**config.mk**
```make
export PLATFORM = sky130hd
export DESIGN_NAME = ps2_move_receiver_flat
export DESIGN_NICKNAME = d
export VERILOG_FILES = /design/src/rtl/ps2_move_receiver_pkg.sv /design/src/rtl/ps2_move_receiver_if.sv /design/src/rtl/ps2_move_receiver_clk_filter.sv /design/src/rtl/ps2_move_receiver.sv /design/src/flat_wrapper.sv
export SDC_FILE = /design/constraint.sdc
export NUM_CORES = 1
export LEC_CHECK = 0
export BUFFER_PORTS_ARGS = -buffer_cell sky130_fd_sc_hd__buf_2
export CAP_MARGIN = 5
export CORE_UTILIZATION = 30
export CTS_CLUSTER_DIAMETER = 100
export DETAILED_ROUTE_END_ITERATION = 16
export GPL_TIMING_DRIVEN = 0
export HOLD_SLACK_MARGIN = 0.15
export SLEW_MARGIN = 15
export SYNTH_ARGS = -nofsm -noshare
export SYNTH_HDL_FRONTEND = slang
export SYNTH_SLANG_ARGS = --single-unit
```
**constraint.sdc**
```tcl
create_clock -name clk -period 2.4 [get_ports clk]
set_clock_uncertainty 0.2 [all_clocks]
set_input_delay 0.12 -clock clk [delete_from_list [all_inputs] [get_ports clk]]
set_output_delay 0.12 -clock clk [all_outputs]
set_load 0.02 [all_outputs]
```
**src/rtl/ps2_move_receiver_pkg.sv**
```systemverilog
// Shared types and scan-code constants for the PS/2 move receiver.
package ps2_pkg;

  typedef enum logic [2:0] {IDLE, DATA, PARITY, STOP, DONE} state_t;

  localparam logic [7:0] PS2_BREAK = 8'hF0;
  localparam logic [7:0] PS2_EXT   = 8'hE0;
  localparam logic [7:0] PS2_ENTER = 8'h5A;

  localparam logic [7:0] DIGIT_TOP [9] = '{8'h16, 8'h1E, 8'h26, 8'h25, 8'h2E,
                                           8'h36, 8'h3D, 8'h3E, 8'h46};
  localparam logic [7:0] DIGIT_PAD [9] = '{8'h69, 8'h72, 8'h7A, 8'h6B, 8'h73,
                                           8'h74, 8'h6C, 8'h75, 8'h7D};

  // One-hot box for a digit key from either the top row or the keypad; zero if unmapped.
  function automatic logic [8:0] digit_box(input logic [7:0] code);
    logic [8:0] box;
    box = '0;
    for (int i = 0; i < 9; i++) begin
      if (code == DIGIT_TOP[i] || code == DIGIT_PAD[i]) box[i] = 1'b1;
    end
    return box;
  endfunction

endpackage

```
**src/rtl/ps2_move_receiver_if.sv**
```systemverilog
// Keyboard-line inputs and decoded move outputs of the PS/2 move receiver.
interface ps2_move_receiver_if;
  logic       ps2_clk;
  logic       ps2_data;
  logic [7:0] scan_code;
  logic       code_valid;
  logic       frame_err;
  logic [8:0] move_box;
  logic       move_valid;
  logic       confirm;
  logic       scan_ext;

  modport master (output ps2_clk, ps2_data,
                  input  scan_code, code_valid, frame_err, move_box, move_valid, confirm, scan_ext);
  modport slave  (input  ps2_clk, ps2_data,
                  output scan_code, code_valid, frame_err, move_box, move_valid, confirm, scan_ext);
endinterface

```
**src/rtl/ps2_move_receiver_clk_filter.sv**
```systemverilog
// Synchronizes the raw PS/2 clock, debounces it over FILTER_LEN samples and pulses on its falling edge.
module ps2_clk_filter #(
  parameter int FILTER_LEN = 8
) (
  input  logic clk,
  input  logic reset,
  input  logic i_raw,
  output logic o_fall
);
  localparam int CW = $clog2(FILTER_LEN + 1);

  logic          r_sync1;
  logic          r_sync2;
  logic          r_level;
  logic          r_fall;
  logic [CW-1:0] r_cnt;

  // The level only flips once FILTER_LEN consecutive samples disagree with it.
  always_ff @(posedge clk) begin
    if (reset) begin
      r_sync1 <= 1'b1;
      r_sync2 <= 1'b1;
      r_level <= 1'b1;
      r_fall  <= 1'b0;
      r_cnt   <= '0;
    end else begin
      r_sync1 <= i_raw;
      r_sync2 <= r_sync1;
      r_fall  <= 1'b0;
      if (r_sync2 == r_level) begin
        r_cnt <= '0;
      end else if (r_cnt == CW'(FILTER_LEN - 1)) begin
        r_level <= r_sync2;
        r_fall  <= r_level;
        r_cnt   <= '0;
      end else begin
        r_cnt <= r_cnt + CW'(1);
      end
    end
  end

  assign o_fall = r_fall;
endmodule

```
**src/rtl/ps2_move_receiver.sv**
```systemverilog
// PS/2 device->host frame receiver decoding digit keys into box moves and Enter into confirm.
// Optional build macro PS2_EXTENDED_EN: track E0 prefixes and keep extended keys out of the move path.
module ps2_move_receiver
  import ps2_pkg::*;
#(
  parameter int FILTER_LEN     = 8,
  parameter int TIMEOUT_CYCLES = 100000
) (
  input logic                 clk,
  input logic                 reset,
  ps2_move_receiver_if.slave  bus
);
  localparam int TW = $clog2(TIMEOUT_CYCLES);

  state_t        r_state;
  logic          r_dataS1;
  logic          r_dataS2;
  logic [2:0]    r_bitCnt;
  logic [TW-1:0] r_timer;
  logic [7:0]    r_shift;
  logic          r_parity;
  logic          r_breakPend;
  logic [7:0]    r_scanCode;
  logic          r_codeValid;
  logic          r_frameErr;
  logic [8:0]    r_moveBox;
  logic          r_moveValid;
  logic          r_confirm;
  logic          w_fall;
  logic [8:0]    w_box;
  logic          w_moveOk;

  ps2_clk_filter #(.FILTER_LEN(FILTER_LEN)) u_clkFilter (
    .clk    (clk),
    .reset  (reset),
    .i_raw  (bus.ps2_clk),
    .o_fall (w_fall)
  );

  always_ff @(posedge clk) begin
    if (reset) begin
      r_dataS1 <= 1'b1;
      r_dataS2 <= 1'b1;
    end else begin
      r_dataS1 <= bus.ps2_data;
      r_dataS2 <= r_dataS1;
    end
  end

  assign w_box = digit_box(r_shift);

`ifdef PS2_EXTENDED_EN
  logic r_extPend;
  logic r_scanExt;
  assign w_moveOk     = !r_breakPend && !r_extPend;
  assign bus.scan_ext = r_scanExt;
`else
  assign w_moveOk     = !r_breakPend;
  assign bus.scan_ext = 1'b0;
`endif

  always_ff @(posedge clk) begin
    if (reset) begin
      r_state     <= IDLE;
      r_bitCnt    <= '0;
      r_timer     <= '0;
      r_shift     <= '0;
      r_parity    <= 1'b0;
      r_breakPend <= 1'b0;
      r_scanCode  <= '0;
      r_codeValid <= 1'b0;
      r_frameErr  <= 1'b0;
      r_moveBox   <= '0;
      r_moveValid <= 1'b0;
      r_confirm   <= 1'b0;
`ifdef PS2_EXTENDED_EN
      r_extPend   <= 1'b0;
      r_scanExt   <= 1'b0;
`endif
    end else begin
      r_codeValid <= 1'b0;
      r_frameErr  <= 1'b0;
      r_moveValid <= 1'b0;
      r_confirm   <= 1'b0;
      case (r_state)
        IDLE: begin
          if (w_fall && !r_dataS2) begin
            r_state  <= DATA;
            r_bitCnt <= '0;
            r_timer  <= '0;
          end
        end
        DATA, PARITY, STOP: begin
          if (w_fall) begin
            r_timer <= '0;
            case (r_state)
              DATA: begin
                r_shift  <= {r_dataS2, r_shift[7:1]};
                r_bitCnt <= r_bitCnt + 3'd1;
                if (r_bitCnt == 3'd7) r_state <= PARITY;
              end
              PARITY: begin
                r_parity <= r_dataS2;
                r_state  <= STOP;
              end
              default: begin
                if (r_dataS2 && (^{r_shift, r_parity})) begin
                  r_state <= DONE;
                end else begin
                  r_frameErr <= 1'b1;
                  r_state    <= IDLE;
                end
              end
            endcase
          end else if (r_timer == TW'(TIMEOUT_CYCLES - 1)) begin
            r_frameErr <= 1'b1;
            r_state    <= IDLE;
          end else begin
            r_timer <= r_timer + TW'(1);
          end
        end
        DONE: begin
          r_state <= IDLE;
          // Prefix bytes only arm flags; the byte after them is the one reported.
          if (r_shift == PS2_BREAK) begin
            r_breakPend <= 1'b1;
          end else if (r_shift == PS2_EXT) begin
`ifdef PS2_EXTENDED_EN
            r_extPend <= 1'b1;
`endif
          end else begin
            r_codeValid <= 1'b1;
            r_scanCode  <= r_shift;
            r_breakPend <= 1'b0;
`ifdef PS2_EXTENDED_EN
            r_scanExt   <= r_extPend;
            r_extPend   <= 1'b0;
`endif
            if (w_moveOk) begin
              if (|w_box) begin
                r_moveValid <= 1'b1;
                r_moveBox   <= w_box;
              end
              r_confirm <= (r_shift == PS2_ENTER);
            end
          end
        end
        default: r_state <= IDLE;
      endcase
    end
  end

  assign bus.scan_code  = r_scanCode;
  assign bus.code_valid = r_codeValid;
  assign bus.frame_err  = r_frameErr;
  assign bus.move_box   = r_moveBox;
  assign bus.move_valid = r_moveValid;
  assign bus.confirm    = r_confirm;
endmodule
```
**src/flat_wrapper.sv**
```systemverilog
// flat-port wrapper written by rule: the top's interface ports become plain ports
module ps2_move_receiver_flat import ps2_pkg::*;
#(
  parameter int FILTER_LEN     = 8,
  parameter int TIMEOUT_CYCLES = 100000
)
  (clk, reset, bus_ps2_clk, bus_ps2_data, bus_scan_code, bus_code_valid, bus_frame_err, bus_move_box, bus_move_valid, bus_confirm, bus_scan_ext);
  ps2_move_receiver_if bus_i ();
  input logic clk;
  input logic reset;
  input wire logic [$bits(bus_i.ps2_clk)-1:0] bus_ps2_clk;
  input wire logic [$bits(bus_i.ps2_data)-1:0] bus_ps2_data;
  output wire logic [$bits(bus_i.scan_code)-1:0] bus_scan_code;
  output wire logic [$bits(bus_i.code_valid)-1:0] bus_code_valid;
  output wire logic [$bits(bus_i.frame_err)-1:0] bus_frame_err;
  output wire logic [$bits(bus_i.move_box)-1:0] bus_move_box;
  output wire logic [$bits(bus_i.move_valid)-1:0] bus_move_valid;
  output wire logic [$bits(bus_i.confirm)-1:0] bus_confirm;
  output wire logic [$bits(bus_i.scan_ext)-1:0] bus_scan_ext;
  assign bus_i.ps2_clk = bus_ps2_clk;
  assign bus_i.ps2_data = bus_ps2_data;
  assign bus_scan_code = bus_i.scan_code;
  assign bus_code_valid = bus_i.code_valid;
  assign bus_frame_err = bus_i.frame_err;
  assign bus_move_box = bus_i.move_box;
  assign bus_move_valid = bus_i.move_valid;
  assign bus_confirm = bus_i.confirm;
  assign bus_scan_ext = bus_i.scan_ext;
  ps2_move_receiver #(.FILTER_LEN(FILTER_LEN), .TIMEOUT_CYCLES(TIMEOUT_CYCLES)) u_core (.clk(clk), .reset(reset), .bus(bus_i));
endmodule
```
==> results of run 1 <==
## layout make-up
| cell class | instances | area (um^2) |
|---|---|---|
| plain buffers | 31 | 196 |
| clock buffers | 12 | 165 |
| clock inverters | 4 | 51.3 |
| fillers | 1061 | 6640 |
| inverters | 9 | 33.8 |
| multi-input cells | 268 | 1800 |
| flip-flops and latches | 64 | 1280 |
| well taps | 136 | 170 |
| repair buffers | 29 | 165 |
## cell families after synthesis
family | after synthesis | share of synthesized area
AND/OR/NAND/NOR | 161 | 0.296
AO/OA/AOI/OAI | 78 | 0.156
flip-flops | 64 | 0.388
XOR/XNOR | 13 | 0.0409
adder cells (fa/ha/maj) | 4 | 0.0151
buffers and inverters | 40 | 0.0696
multiplexers | 11 | 0.0333
other | 1 | 0.00113
## per-layer routing
metal  track usage  wire [um]
met5             0          0
met2         0.218       3460
met4        0.0509         87
met1         0.204       3780
met3        0.0304        374
## power groups by stage
| stage | clock [mW] | sequential (mW) | combinational [mW] |
|---|---|---|---|
| after floorplan | 0 | 1.10 | 0.0622 |
| after global placement | 0 | 1.10 | 0.0855 |
| after detailed placement | 0 | 1.10 | 0.0863 |
| after CTS | 1.02 | 1.07 | 0.0904 |
| after global routing | 1.07 | 1.07 | 0.105 |
| final | 0.999 | 1.07 | 0.0927 |
## state kept, by name, summed over array words and instances, names as in the netlist, 3 cells and up
name                      flops
u_core.r_timer               17
u_core.bus.scan_code          8
u_core.u_clkFilter.r_cnt      4
u_core.bus.move_box           9
u_core.r_bitCnt               3
u_core.r_state                3
u_core.r_shift                8
## layout by cell type, fill, tap and decap left out, drive strengths merged, types with 9 or more instances in the layout
cell	count
a21oi	35
buf	49
clkbuf	20
dfxtp	64
inv	9
mux2i	11
nand2	30
nand3	11
nor2	31
o21ai	9
xnor2	10
## worst max-delay path, stage by stage, from the launching register on
cell and delay (ps):
dfxtp_1 340, ha_1 230, and4_1 200, buf_2 170
nand4_4 140, a21oi_4 90, buf_4 170, or4_1 500
a21oi_1 140
## how the worst max path moves through the flow
stage | slack (ps) | cells after the start | to
6_report | 160 | 8 | u_core.r_timer[15]
4_1_cts | 110 | 8 | u_core.r_timer[9]
3_5_place_dp | 120 | 8 | u_core.r_timer[10]
5_1_grt | 40 | 8 | u_core.r_timer[13]
2_1_floorplan | 420 | 7 | u_core.r_timer[7]
3_3_place_gp | 140 | 8 | u_core.r_timer[6]
## repair_timing
action,in CTS,in global routing
setup endpoints to repair,0,13
resized for setup,0,1
endpoints found under the hold margin,7,0
hold buffers,3,0
setup buffers,0,2
## metrics by stage
stage | power, mW | setup WS, ps | hold WS (ps) | area [um^2] | util
global placement | 1.18 | 138 | 103 | 3600 | 0.342
finish | 2.17 | 159 | 216 | 3870 | 0.368
detailed placement | 1.18 | 124 | 109 | 3600 | 0.342
global route | 2.24 | 37.2 | 220 | 3870 | 0.368
floorplan | 1.16 | 418 | 23.8 | 3310 | -
CTS | 2.18 | 112 | 216 | 3840 | 0.366
==> results.json, run 1 <==
{
  "slew-limit-headroom": 0.574,
  "critPathMaxFanout": 6,
  "die_x_um": 107,
  "htreeDepth": 3,
  "syn_inst": 372,
  "hold_path.startpoint": "u_core.r_dataS1",
  "syn_to_final_growth_pct": 17.0,
  "power.density_nw_per_um2": 560,
  "placed_cells": 532,
  "r2r_slack_ps": 160,
  "grt.total_usage": 0.145,
  "hold_path_depth": 1,
  "port_buffers": 24,
  "outcome": "completed",
  "dieArea_um2": 11400,
  "drt-initial-drc-count": 161,
  "drv_cap": 0,
  "insertion_delay_ps": 340,
  "setup_viol": 0,
  "route.antenna.remaining_nets": 0,
  "worst_setup_path_start_kind": "flip-flop",
  "sequentialPowerShare": 0.496,
  "synth-edff-count": 0,
  "final_cell_count_no_fill": 553,
  "critPathKind": "flip-flop to flip-flop",
  "syn-cell-area_um2": 3310,
  "netlist.area_leader.share": 0.388,
  "antenna_cells": 0,
  "switching_power_mw": 0.497,
  "coreArea_um2": 10500,
  "finalSetupTns_ps": 0,
  "dp_hpwl_mm": 5.31,
  "ys_seq_area_frac": 0.388,
  "clock-sinks": 64,
  "async_flop_share": 0,
  "slew_viol_final": 0,
  "cp.arrival_ps": 2310,
  "setup.worst_path.start": "u_core.r_timer[0]",
  "cts.reportedPaths.clkPinSlew_ps": 70,
  "die_h_um": 107,
  "cts_made_buffers": 9,
  "finalCritPeriodShare": 0.934,
  "combPwrFrac": 0.043,
  "antenna_found_initial": 0,
  "place_congestion": 0.771,
  "vdd_drop_max_mv": 0.275,
  "cts_tree": "yes",
  "r2r-start": "u_core.r_timer[0]",
  "num_vias": 2815,
  "synth.avg_cell_area_um2": 8.89,
  "reg2reg_depth": 8,
  "start_util": 0.315,
  "grt_pass1_wl_mm": 13.1,
  "grt_pass1_vias": 2650,
  "post-route-min-period_ps": 2240,
  "end_kind": "flip-flop",
  "power.internal_mw": 1.67,
  "via_per_inst": 5.09,
  "syn_nets": 380,
  "hold_path.class": "flip-flop to flip-flop",
  "final_nets": 420,
  "synth_area_leaders": "dfxtp_1, a21oi_1, nor2_1",
  "ios": 26,
  "synth.distinct_cells": 66,
  "hold_viol_final": 0,
  "fmax_mhz": 446,
  "worstMarginPinSlew_ps": 640,
  "root_buffer": "clkbuf_8",
  "p_leak_nw": 1.39,
  "yosys.cell_count.top_type": "dfxtp_1",
  "yosys_warnings": 0,
  "switching_share": 0.230,
  "drt-pass1-iter-count": 4,
  "yosys-top-cells-count": "dfxtp_1, a21oi_1, nor2_1",
  "drt-total-wl_mm": 7.71,
  "rows": 37,
  "grt_max_degree": 12,
  "yosysTopAreaCell": "dfxtp_1",
  "synthFlopType": "dfxtp_1",
  "drive_above_1_share": 0.199,
  "reg2reg_to": "u_core.r_timer[15]",
  "hold_end": "u_core.r_dataS2",
  "required_ps": 2470,
  "wl_per_cell_um": 13.9,
  "grt.overflow.total": 0,
  "clk_path_buf_depth": 2,
  "drc_errors": 0,
  "clkPwrFrac": 0.461,
  "rsz0062_at_grt": "false",
  "ys_ff_latch": 64
}
Power figures use the tool's default switching activity.
==> run 2, diff against run 1 <==
--- a/config.mk
+++ b/config.mk
@@ -7,11 +7,13 @@
 export LEC_CHECK = 0
 export BUFFER_PORTS_ARGS = -buffer_cell sky130_fd_sc_hd__buf_2
 export CAP_MARGIN = 5
+export CORE_ASPECT_RATIO = 0.75
 export CORE_UTILIZATION = 30
 export CTS_CLUSTER_DIAMETER = 100
 export DETAILED_ROUTE_END_ITERATION = 16
 export GPL_TIMING_DRIVEN = 0
 export HOLD_SLACK_MARGIN = 0.15
+export PLACE_DENSITY = 0.5
 export SLEW_MARGIN = 15
 export SYNTH_ARGS = -nofsm -noshare
 export SYNTH_HDL_FRONTEND = slang
==> results.json, run 2 (synthesized netlist as in run 1, its figures left out) <==
{
  "grt.total_usage": 0.155,
  "dp_hpwl_mm": 5.52,
  "fillCellCount": 1092,
  "placed_area_um2": 3600,
  "worst_slack_ps": 150,
  "critPathMaxFanout": 7,
  "port_buffers": 24,
  "antenna_found_initial": 0,
  "rsz0062_at_grt": "false",
  "drv_cap": 0,
  "critPathKind": "flip-flop to flip-flop",
  "final_area_um2": 3900,
  "outcome": "completed",
  "syn_to_final_growth_pct": 17.9,
  "via_per_inst": 5.11,
  "num_vias": 2814,
  "die_h_um": 92.9,
  "reg2reg_depth": 8,
  "finalSetupTns_ps": 0,
  "place_ws_ps": 123,
  "vdd_drop_max_mv": 0.405,
  "grt_pass1_wl_mm": 13.5,
  "final_nets": 419,
  "power.density_nw_per_um2": 592,
  "cts_tree": "yes",
  "placed_cells": 532,
  "dieArea_um2": 11400,
  "root_buffer": "clkbuf_16",
  "die_x_um": 123,
  "worst_setup_path_start_kind": "flip-flop",
  "post-route-min-period_ps": 2250,
  "required_ps": 2460,
  "drive_above_1_share": 0.193,
  "hold_viol_final": 0,
  "hold_end": "u_core.u_clkFilter.r_sync2",
  "hold_path.class": "flip-flop to flip-flop",
  "cts_made_buffers": 9,
  "antenna_cells": 0,
  "drt-total-wl_mm": 8.04,
  "grt.overflow.total": 0,
  "place_congestion": 0.800,
  "grt_max_degree": 11,
  "r2r_slack_ps": 150,
  "worstMarginPinSlew_ps": 622,
  "hold_path.startpoint": "u_core.u_clkFilter.r_sync1",
  "drt-initial-drc-count": 209,
  "end_kind": "flip-flop",
  "rows": 32,
  "power_mw": 2.31,
  "clock-sinks": 64,
  "final_cell_count_no_fill": 551,
  "largest_reg_flops": 17,
  "final_util": 0.372,
  "reg2reg_to": "u_core.r_timer[16]",
  "whs_ps": 217,
  "setup_viol": 0,
  "hold_path_depth": 1,
  "coreArea_um2": 10500,
  "top_register": "u_core.r_timer",
  "fmax_mhz": 444,
  "start_util": 0.315,
  "slew_viol_final": 0,
  "drt-pass1-iter-count": 5,
  "htreeDepth": 3,
  "final_common_cell": "dfxtp_1",
  "cts.reportedPaths.clkPinSlew_ps": 50,
  "r2r-start": "u_core.r_timer[0]",
  "cp.arrival_ps": 2310,
  "drc_errors": 0,
  "insertion_delay_ps": 340,
  "slew-limit-headroom": 0.585,
  "grt_pass1_vias": 2692,
  "wl_per_cell_um": 14.6,
  "ios": 26,
  "p_leak_nw": 1.41,
  "layout_common_cells": "dfxtp_1, buf_2, a21oi_1",
  "route.antenna.remaining_nets": 0,
  "finalCritPeriodShare": 0.938,
  "clk_path_buf_depth": 2
}
[run 2: metal layers]
layer	vias up	wire length, um	part of all wire	GRT usage
met5	-	0	0	0
met4	0	147	0.018	0.0713
met3	10	384	0.048	0.0419
met2	56	3140	0.39	0.207
met1	1321	4370	0.54	0.224
li1	1427	-	-	-
[run 2: how the worst max path moves through the flow]
stage                      start  slack [ps]                  to  depth (start not counted)
6_report       u_core.r_timer[0]         150  u_core.r_timer[16]                          8
3_5_place_dp   u_core.r_timer[0]         120   u_core.r_timer[8]                          8
2_1_floorplan  u_core.r_timer[0]         420   u_core.r_timer[7]                          7
4_1_cts        u_core.r_timer[0]         100   u_core.r_timer[8]                          8
3_3_place_gp   u_core.r_timer[0]         120   u_core.r_timer[6]                          8
5_1_grt        u_core.r_timer[0]           7  u_core.r_timer[13]                          8
[run 2: worst max-delay path, stage by stage, from the launching register on]
cell	delay (ps)
dfxtp_1	340
ha_1	230
and4_1	190
buf_2	170
nand4_4	140
a21oi_4	100
buf_4	160
or4_1	490
a21oi_1	160
[run 2: repair_timing]
item	in CTS	in global routing
hold buffers	3	0
endpoints found under the hold margin	8	0
buffers inserted	0	1
resized for setup	0	2
setup endpoints to repair	0	11
[run 2: area by class of cell]
class / count / area [um^2] / share of cell area
clock buffers: 10 / 229 / 0.0587
flip-flops and latches: 64 / 1280 / 0.329
inverters: 9 / 33.8 / 0.00866
plain buffers: 31 / 199 / 0.0510
well taps: 136 / 170 / 0.0436
multi-input cells: 268 / 1800 / 0.462
clock inverters: 5 / 25.0 / 0.00642
repair buffers: 28 / 158 / 0.0404
[run 2: report_power, final]
group	leakage, nW	internal (mW)	switching (mW)
logic	0.760	0.0340	0.0578
registers	0.517	1.07	0.00535
clock network	0.132	0.682	0.459
==> run 3, diff against run 2 <==
--- a/config.mk
+++ b/config.mk
@@ -5,6 +5,7 @@
 export SDC_FILE = /design/constraint.sdc
 export NUM_CORES = 1
 export LEC_CHECK = 0
+export ABC_CLOCK_PERIOD_IN_PS = 2400
 export BUFFER_PORTS_ARGS = -buffer_cell sky130_fd_sc_hd__buf_2
 export CAP_MARGIN = 5
 export CORE_ASPECT_RATIO = 0.75
@@ -13,7 +14,6 @@
 export DETAILED_ROUTE_END_ITERATION = 16
 export GPL_TIMING_DRIVEN = 0
 export HOLD_SLACK_MARGIN = 0.15
-export PLACE_DENSITY = 0.5
 export SLEW_MARGIN = 15
 export SYNTH_ARGS = -nofsm -noshare
 export SYNTH_HDL_FRONTEND = slang
==> results.json, run 3 (synthesized netlist as in run 1, its figures left out) <==
{
  "outcome": "completed",
  "final_nets": 419,
  "grt_max_degree": 11,
  "fillCellCount": 1042,
  "cts_made_buffers": 9,
  "dp_hpwl_mm": 5.56,
  "critPathSlowestCell": "or4_1",
  "rows": 32,
  "seq_area_um2": 1280,
  "root_buffer": "clkbuf_16",
  "largest_reg_flops": 17,
  "layout_common_cells": "dfxtp_1, buf_2, a21oi_1",
  "setup_viol": 0,
  "finalCritPeriodShare": 0.938,
  "die_h_um": 92.9,
  "clock-sinks": 64,
  "drv_cap": 0,
  "cts.reportedPaths.clkPinSlew_ps": 60,
  "grt_pass1_wl_mm": 13.1,
  "cts_tree": "yes",
  "worst_slack_ps": 149,
  "post-route-min-period_ps": 2250,
  "hold_path.class": "flip-flop to flip-flop",
  "antenna_cells": 0,
  "drive_above_1_share": 0.193,
  "slew_viol_final": 0,
  "route.antenna.remaining_nets": 0,
  "finalSetupTns_ps": 0,
  "fmax_mhz": 444,
  "start_util": 0.315,
  "critPathMaxFanout": 6,
  "crit_buf_inv": 2,
  "dieArea_um2": 11400,
  "via_per_inst": 5.25,
  "worstMarginPinSlew_ps": 635,
  "antenna_found_initial": 0,
  "p_leak_nw": 1.42,
  "die_x_um": 123,
  "reg2reg_to": "u_core.r_timer[15]",
  "cp.arrival_ps": 2310,
  "port_buffers": 24,
  "slew-limit-headroom": 0.577,
  "htreeDepth": 3,
  "whs_ps": 218,
  "grt_pass1_vias": 2629,
  "required_ps": 2460,
  "coreArea_um2": 10500,
  "grt.total_usage": 0.147,
  "drt-pass1-iter-count": 4,
  "r2r-start": "u_core.r_timer[0]",
  "r2r_slack_ps": 150,
  "crit_end": "u_core.r_timer[15]",
  "top_register": "u_core.r_timer",
  "cp_cell_sequence": "ha_1 > and4_1 > buf_2 > nand4_4 > a21oi_4 > buf_4 > or4_1 > a21oi_1",
  "rsz0062_at_grt": "false",
  "cp.depth": 8,
  "vdd_drop_max_mv": 0.324,
  "crit_family": "simple AND/OR/NAND/NOR gates",
  "final_common_cell": "dfxtp_1",
  "place_ws_ps": 125,
  "grt.overflow.total": 0,
  "drt-total-wl_mm": 7.97,
  "place_congestion": 0.866,
  "worst_setup_path_start_kind": "flip-flop",
  "drc_errors": 0,
  "reg2reg_depth": 8,
  "critical-path-max-stage-delay_ps": 500,
  "critPathKind": "flip-flop to flip-flop",
  "clk_path_buf_depth": 2,
  "end_kind": "flip-flop",
  "wl_per_cell_um": 14.5,
  "drt-initial-drc-count": 166,
  "ios": 26,
  "num_vias": 2895,
  "setup.worst_path.start": "u_core.r_timer[0]",
  "power.density_nw_per_um2": 621,
  "multiInputGateArea_um2": 1800,
  "hold_viol_final": 0,
  "insertion_delay_ps": 330,
  "syn_to_final_growth_pct": 18.9
}
run 3: changes by cell type in the layout (fill, tap and decap cells not counted):
cell / change
clkbuf_8: +1
buf_2: +1
clkbuf_4: -1
bufinv_16: +1
clkinv_2: -2
run 3: report_power, final:
group          leakage (nW)  internal (mW)  switching (mW)
Sequential            0.517           1.07         0.00484
Clock                 0.145          0.820           0.454
Combinational         0.758         0.0334          0.0582
run 3: cell type report:
type	instances	share of cell area
multi-input cells	268	0.459
flip-flops and latches	64	0.326
clock buffers	11	0.0618
plain buffers	31	0.0500
well taps	136	0.0433
repair buffers	28	0.0401
clock inverters	4	0.0115
inverters	9	0.00860
run 3: worst min path at each step:
stage	cells after the start	slack (ps)	end	from
2_1_floorplan	1	20	u_core.r_dataS1	bus_ps2_data
3_3_place_gp	2	110	u_core.r_dataS1	bus_ps2_data
3_5_place_dp	2	100	u_core.r_dataS1	bus_ps2_data
4_1_cts	1	230	u_core.r_dataS2	u_core.r_dataS1
5_1_grt	1	240	u_core.r_dataS2	u_core.r_dataS1
6_report	1	220	u_core.r_dataS2	u_core.r_dataS1
run 3: repair_timing:
item	CTS	global route
gates resized for setup	0	1
buffers inserted	0	1
hold buffers	3	0
endpoints found under the setup margin	0	9
hold endpoints to repair	7	0
run 3: stage by stage:
step	utilization	std cells	cell area [um^2]	power (mW)
final	0.375	551	3930	2.44
after floorplan	-	372	3310	1.16
after CTS	0.373	550	3910	2.46
after global routing	0.375	551	3930	2.52
after global placement	0.343	532	3600	1.18
after detailed placement	0.343	532	3600	1.18
run 3: per-layer routing:
layer	share of wire	global-route usage	up-vias
met2	0.43	0.214	69
met4	0.015	0.0633	0
met5	0	0	-
li1	-	-	1426
met3	0.058	0.0345	11
met1	0.49	0.205	1389
